`src/rtl/rv_go_pkg.sv`:
```
// rtl/rv_go_pkg.sv - shared rv_go definitions for the load/store unit
// Purpose: mem_op (RISC-V funct3) encodings, LSU FSM state encoding,
//          timeout counter width and the op legality helper.
// Ports:   none (package).
package rv_go_pkg;

  typedef enum logic [2:0] {
    MOP_B  = 3'b000,
    MOP_H  = 3'b001,
    MOP_W  = 3'b010,
    MOP_BU = 3'b100,
    MOP_HU = 3'b101
  } mem_op_e;

  typedef enum logic [1:0] {
    ST_IDLE  = 2'd0,
    ST_BEAT0 = 2'd1,
    ST_BEAT1 = 2'd2,
    ST_DONE  = 2'd3
  } lsu_state_e;

  // Wide enough for BUS_TIMEOUT up to 1023.
  localparam int TMO_CNT_W = 10;

  // Unsigned variants exist only for loads.
  function automatic logic op_legal(input logic [2:0] op, input logic is_store);
    logic l;
    case (op)
      MOP_B, MOP_H, MOP_W: l = 1'b1;
      MOP_BU, MOP_HU:      l = !is_store;
      default:             l = 1'b0;
    endcase
    return l;
  endfunction

endpackage

```
`src/rtl/rv_go_lsu_align.sv`:
```
// rtl/rv_go_lsu_align.sv - combinational byte-lane mask, shift and extend
// Purpose: lane logic for one access spanning up to two 32-bit beats.
// Ports:   i_op       mem_op of the access
//          i_offset   byte offset within the first word
//          i_wdata    right-aligned store data
//          i_rdata_lo first-beat read data
//          i_rdata_hi second-beat read data
//          o_mask     8-lane byte mask ([3:0] beat 0, [7:4] beat 1)
//          o_wdata    lane-aligned store data ([31:0] beat 0, [63:32] beat 1)
//          o_split    access needs a second beat
//          o_rdata    extended load result
module rv_go_lsu_align
  import rv_go_pkg::*;
(
  input  logic [2:0]  i_op,
  input  logic [1:0]  i_offset,
  input  logic [31:0] i_wdata,
  input  logic [31:0] i_rdata_lo,
  input  logic [31:0] i_rdata_hi,
  output logic [7:0]  o_mask,
  output logic [63:0] o_wdata,
  output logic        o_split,
  output logic [31:0] o_rdata
);

  logic [7:0]  w_base;
  logic [4:0]  w_shift;
  logic [31:0] w_rd;

  always_comb begin
    case (i_op[1:0])
      2'b00:   w_base = 8'h01;
      2'b01:   w_base = 8'h03;
      default: w_base = 8'h0F;
    endcase
  end

  assign w_shift = {i_offset, 3'b000};
  assign o_mask  = w_base << i_offset;
  // Any lane pushed past byte 3 lands in the next word.
  assign o_split = |o_mask[7:4];
  assign o_wdata = {32'd0, i_wdata} << w_shift;
  assign w_rd    = 32'({i_rdata_hi, i_rdata_lo} >> w_shift);

  always_comb begin
    case (i_op)
      MOP_B:   o_rdata = {{24{w_rd[7]}}, w_rd[7:0]};
      MOP_H:   o_rdata = {{16{w_rd[15]}}, w_rd[15:0]};
      MOP_W:   o_rdata = w_rd;
      MOP_BU:  o_rdata = {24'd0, w_rd[7:0]};
      MOP_HU:  o_rdata = {16'd0, w_rd[15:0]};
      default: o_rdata = 32'd0;
    endcase
  end

endmodule

```
`src/rtl/rv_go_lsu.sv`:
```
// rtl/rv_go_lsu.sv - M-stage load/store unit splitting misaligned accesses
// Purpose: turns one core memory access into one or two word bus beats,
//          stalls the core meanwhile, aborts beats that never get acked.
// Ports:   clk, rst               clock, synchronous active-high reset
//          mem_en/mem_w/mem_op    access valid, store flag, funct3
//          addr/wdata             byte address, right-aligned store data
//          rdata/stall/err        load result, core hold, error pulse
//          bus_req/bus_we         beat request and direction
//          bus_addr/bus_be        word address and byte enables
//          bus_wdata              lane-aligned write data
//          bus_ack/bus_rdata      beat completion and its read data
module rv_go_lsu
  import rv_go_pkg::*;
#(
  parameter int BUS_TIMEOUT = 255
) (
  input  logic        clk,
  input  logic        rst,
  input  logic        mem_en,
  input  logic        mem_w,
  input  logic [2:0]  mem_op,
  input  logic [31:0] addr,
  input  logic [31:0] wdata,
  output logic [31:0] rdata,
  output logic        stall,
  output logic        err,
  output logic        bus_req,
  output logic        bus_we,
  output logic [31:0] bus_addr,
  output logic [3:0]  bus_be,
  output logic [31:0] bus_wdata,
  input  logic        bus_ack,
  input  logic [31:0] bus_rdata
);

  // Last wait cycle a beat is allowed before it is abandoned.
  localparam logic [TMO_CNT_W-1:0] TMO_LAST = TMO_CNT_W'(BUS_TIMEOUT - 1);

  lsu_state_e             r_state;
  lsu_state_e             w_next;
  logic [31:0]            r_addr;
  logic [2:0]             r_op;
  logic [31:0]            r_wdata;
  logic                   r_we;
  logic [31:0]            r_beat0;
  logic [31:0]            r_rdata;
  logic                   r_err;
  logic [TMO_CNT_W-1:0]   r_cnt;

  logic                   w_legal;
  logic                   w_tmo;
  logic                   w_in_beat;
  logic [7:0]             w_mask;
  logic [63:0]            w_wdata64;
  logic                   w_split;
  logic [31:0]            w_ld_result;
  logic [31:0]            w_rdata_lo;
  logic [31:0]            w_beat_base;

  assign w_legal     = op_legal(mem_op, mem_w);
  assign w_in_beat   = (r_state == ST_BEAT0) || (r_state == ST_BEAT1);
  assign w_tmo       = w_in_beat && !bus_ack && (r_cnt == TMO_LAST);
  assign w_beat_base = {r_addr[31:2], 2'b00};
  // In BEAT1 the low half of the load comes from the captured first beat.
  assign w_rdata_lo  = (r_state == ST_BEAT1) ? r_beat0 : bus_rdata;

  rv_go_lsu_align u_align (
    .i_op       (r_op),
    .i_offset   (r_addr[1:0]),
    .i_wdata    (r_wdata),
    .i_rdata_lo (w_rdata_lo),
    .i_rdata_hi (bus_rdata),
    .o_mask     (w_mask),
    .o_wdata    (w_wdata64),
    .o_split    (w_split),
    .o_rdata    (w_ld_result)
  );

  // State and datapath registers.
  always_ff @(posedge clk) begin
    if (rst) begin
      r_state <= ST_IDLE;
      r_addr  <= '0;
      r_op    <= '0;
      r_wdata <= '0;
      r_we    <= 1'b0;
      r_beat0 <= '0;
      r_rdata <= '0;
      r_err   <= 1'b0;
      r_cnt   <= '0;
    end else begin
      r_state <= w_next;
      case (r_state)
        ST_IDLE: begin
          r_cnt <= '0;
          if (mem_en) begin
            r_addr  <= addr;
            r_op    <= mem_op;
            r_wdata <= wdata;
            r_we    <= mem_w;
            r_err   <= !w_legal;
            if (!w_legal) r_rdata <= '0;
          end
        end
        ST_BEAT0, ST_BEAT1: begin
          if (bus_ack) begin
            r_cnt <= '0;
            if (r_state == ST_BEAT0) r_beat0 <= bus_rdata;
            if (!r_we && (w_next == ST_DONE)) r_rdata <= w_ld_result;
          end else if (w_tmo) begin
            r_err   <= 1'b1;
            r_rdata <= '0;
          end else begin
            r_cnt <= r_cnt + 10'd1;
          end
        end
        default: r_err <= 1'b0;
      endcase
    end
  end

  // Next-state logic.
  always_comb begin
    w_next = r_state;
    case (r_state)
      ST_IDLE: begin
        if (mem_en) w_next = w_legal ? ST_BEAT0 : ST_DONE;
      end
      ST_BEAT0: begin
        if (bus_ack)    w_next = w_split ? ST_BEAT1 : ST_DONE;
        else if (w_tmo) w_next = ST_DONE;
      end
      ST_BEAT1: begin
        if (bus_ack || w_tmo) w_next = ST_DONE;
      end
      default: w_next = ST_IDLE;
    endcase
  end

  // Outputs.
  always_comb begin
    bus_req   = w_in_beat;
    bus_we    = w_in_beat && r_we;
    bus_addr  = 32'd0;
    bus_be    = 4'd0;
    bus_wdata = 32'd0;
    if (r_state == ST_BEAT0) begin
      bus_addr  = w_beat_base;
      bus_be    = w_mask[3:0];
      bus_wdata = r_we ? w_wdata64[31:0] : 32'd0;
    end else if (r_state == ST_BEAT1) begin
      bus_addr  = w_beat_base + 32'd4;
      bus_be    = w_mask[7:4];
      bus_wdata = r_we ? w_wdata64[63:32] : 32'd0;
    end
    stall = ((r_state == ST_IDLE) && mem_en) || w_in_beat;
    err   = (r_state == ST_DONE) && r_err;
    rdata = r_rdata;
  end

endmodule
```
`config.mk`:
```
export PLATFORM = sky130hd
export DESIGN_NAME = rv_go_lsu
export DESIGN_NICKNAME = d
export VERILOG_FILES = /design/src/rtl/rv_go_pkg.sv /design/src/rtl/rv_go_lsu_align.sv /design/src/rtl/rv_go_lsu.sv
export SDC_FILE = /design/constraint.sdc
export NUM_CORES = 1
export LEC_CHECK = 0
export ABC_AREA = 1
export BUFFER_PORTS_ARGS = -buffer_cell sky130_fd_sc_hd__buf_2
export CORE_MARGIN = 1.5
export CORE_UTILIZATION = 30
export DETAILED_ROUTE_END_ITERATION = 7
export GPL_ROUTABILITY_DRIVEN = 0
export SETUP_SLACK_MARGIN = 0.15
export SLEW_MARGIN = 40
export SYNTH_ARGS = -nofsm -noshare
export SYNTH_HDL_FRONTEND = slang
export SYNTH_HIERARCHICAL = 1
export SYNTH_SLANG_ARGS = --single-unit
```
`constraint.sdc`:
```
create_clock -name clk -period 2.55 [get_ports clk]
set_input_delay 0.51 -clock clk [delete_from_list [all_inputs] [get_ports clk]]
set_output_delay 0.51 -clock clk [all_outputs]
set_load 0.005 [all_outputs]
```
==> impl_metrics.env <==
export IMPL_outcome="finished, violations left"
export IMPL_violations="setup timing"
export IMPL_drt_pass1_iter_count=7
export IMPL_drc=0
export IMPL_die_h_um=185
export IMPL_fin_crit_ps=2660
export IMPL_setup_viol=19
export IMPL_fin_util_pct=40.9
export IMPL_cp_startpoint="r_state[1]"
export IMPL_vdd_ir_drop_max_v=0.000721
export IMPL_synth_ff_latch_count=145
export IMPL_ys_seq_area_share_pct=29.1
export IMPL_path_common_cell="nor2_4"
export IMPL_ant_nets=0
export IMPL_clkLatencyLatePin_ps=450
export IMPL_wl_per_cell_um=15.9
export IMPL_place_ws_ps=37.8
export IMPL_root_buffer="clkbuf_16"
export IMPL_final_common_cell="nand2_1"
export IMPL_clkTransAtPathRegs_ps=60
export IMPL_num_fill_cells=3392
export IMPL_final_cell_mix="nand2_1, nor2_1, buf_2"
export IMPL_final_setup_skew_ps=14.6
export IMPL_io_pins=208
export IMPL_min_period_over_period_pct=104
export IMPL_grtUsageTotal_pct=20.1
export IMPL_initial_core_util_pct=30.6
export IMPL_leakage_uw=0.00589
export IMPL_areaGrowthSynthToFinish_pct=33.6
export IMPL_met1_length_um=16000
export IMPL_maxCapViolCount=0
export IMPL_fin_area_um2=13300
export IMPL_path_class="reg -> out"
export IMPL_cpPeakStageDelay_ps=350
export IMPL_cts_buffer_depth=2
export IMPL_die_w_um=185
export IMPL_cts_max_level=4
export IMPL_cts_sinks=145
export IMPL_worstPathRequired_ps=2040
export IMPL_reg2reg_slack_ps=240
export IMPL_relSlewSlack_pct=54.2
export IMPL_coreArea_um2=32600
export IMPL_path_max_fanout=4
export IMPL_post_dp_cell_area_um2=11300
export IMPL_min_from="rst"
export IMPL_crit_chain="inv_4, ha_4, nor2_4, nand2_4, nor2_4, nand2_2, nor2_4, nand2_2, nor2_4, nand3_2, nand2_1, a21boi_2, buf_2"
export IMPL_setup_ws_ps=-108
export IMPL_vias=11670
export IMPL_critPathCaptureType="primary output"
export IMPL_grt_max_degree=69
export IMPL_drv_slew=0
export IMPL_hold_viol=0
export IMPL_highest_layer="met5"
export IMPL_final_nets=1977
export IMPL_cts_buffers=17
export IMPL_grt_overflow_total=0
export IMPL_slowest_stage="dfxtp_4"
export IMPL_io_buffers=205
export IMPL_powerDensity_nw_per_um2=1170
export IMPL_worst_ep_arrival_time_ps=2150
export IMPL_drt_total_wl_um=36800
export IMPL_dieArea_um2=34400
export IMPL_grt_pass1_wl_um=54100
export IMPL_report_power_total_uw=15600
export IMPL_yosys_warnings=6
export IMPL_fmax_mhz=376
export IMPL_grt_pass1_vias=10196
export IMPL_dpl_hpwl_um=24200
export IMPL_rsz0062_at_grt="true"
export IMPL_syn_avg_cell_area_um2=6.01
export IMPL_wl_met2_um=17400
export IMPL_crit_path_start_kind="flip-flop"
export IMPL_rr_startpoint="r_state[1]"
export IMPL_ys_types=45
export IMPL_rows=66
export IMPL_min_path_type="in -> reg"
export IMPL_layout_drive_gt1_share_pct=27.2
export IMPL_synth_cells=1662
export IMPL_syn_cell_area_um2=9990
export IMPL_drt_iter0_drc=928
export IMPL_cts_tree="built"
export IMPL_antenna_found_initial=4
export IMPL_vias_per_cell=5.03
export IMPL_dr_wl_met3_um=2200
export IMPL_worstMarginPinSlew_ps=687
==> critical path, delay by kind of cell (launching register included) <==
kind                       cells  cell delay (ps)
adders and majority gates      1              170
buffers and inverters          2              170
and+or+nand+nor                9              850
DFF                            1              350
AOI/OAI and AO/OA              1              140
==> layout make-up <==
class / count / area (µm²) / area share (%)
diodes: 1 / 2.50 / 0.0188
clock buffers: 21 / 472 / 3.53
clock inverters: 10 / 85.1 / 0.638
inverters: 157 / 613 / 4.59
multi-input cells: 1243 / 6490 / 48.6
flip-flops and latches: 145 / 2970 / 22.2
well taps: 442 / 553 / 4.14
repair buffers: 300 / 2160 / 16.2
==> where the power goes <==
| part | internal [µW] | total (µW) | leakage, µW | switching [µW] |
|---|---|---|---|---|
| Sequential | 3030 | 3650 | 0.00120 | 615 |
| Combinational | 3730 | 9530 | 0.00441 | 5800 |
| Clock | 1410 | 2420 | 0.000277 | 1010 |
==> per-stage QoR <==
stage | hold slack (ps) | setup TNS (ps) | std cells
2_1_floorplan | 424 | 0 | 1671
3_3_place_gp | 432 | 0 | 2230
3_5_place_dp | 438 | 0 | 2230
4_1_cts | 289 | -1330 | 2292
5_1_grt | 304 | -4070 | 2319
6_report | 307 | -800 | 2319
==> final timing paths <==
kind | cells after the start | endpoint
min | 2 | r_state[1]
min reg2reg | 2 | r_beat0[2]
max | 13 | bus_addr[22]
max reg2reg | 16 | rdata[14]
==> layer usage <==
layer	global-route usage (%)	up-vias
met5	0	-
met4	8.59	6
met3	3.89	82
met2	32.6	386
met1	26.0	5372
li1	-	5824
==> state kept, by name, indices dropped and copies added, names as in the netlist <==
| name | count |
|---|---|
| r_state | 2 |
| r_we | 1 |
| r_beat0 | 32 |
| r_wdata | 32 |
| r_addr | 32 |
| rdata | 32 |
| r_op | 3 |
| r_err | 1 |
| r_cnt | 10 |
==> synthesized netlist by cell type, drive strengths merged <==
master  count  share of area [%]
a21oi     149                7.5
mux2i      12                1.2
o21a       10               0.75
nand3     121                6.3
inv       156                5.9
ha          9                1.1
clkbuf     52                2.0
o21ai     249                 12
xor2        5               0.44
a211o       1              0.088
a211oi      2               0.15
o21bai      2               0.15
nor2      247                9.6
nand3b      1              0.075
o211ai      1              0.075
nand2     351                 14
nor3b       2               0.15
conb        2              0.075
nor4        6               0.38
o31ai       2               0.15
a22oi       1              0.075
nor3       30                1.7
clkinv      1              0.038
buf        74                5.0
nand4      20                1.3
dfxtp     145                 29
nor4b       1              0.088
o22ai       8               0.50
a21boi      1              0.075
or3         1              0.063
==> kinds of logic (layout without fill, tap and decap cells) <==
family	after synthesis	count (layout)	synth area share, %
adders and majority gates	9	9	1.13
muxes	12	12	1.20
DFF	145	145	29.1
AOI/OAI and AO/OA	426	426	22.0
and+or+nand+nor	780	780	33.2
buffers and inverters	283	488	12.9
other	2	12	0.0752
xor gates and xnor gates	5	5	0.438
==> repair_timing <==
item,in CTS,in global routing
pin swaps,25,35
buffers inserted,25,20
setup endpoints to repair,78,97
cloned,6,6
gates resized for setup,145,134
hold buffers,0,0
Power figures use the tool's default switching activity.
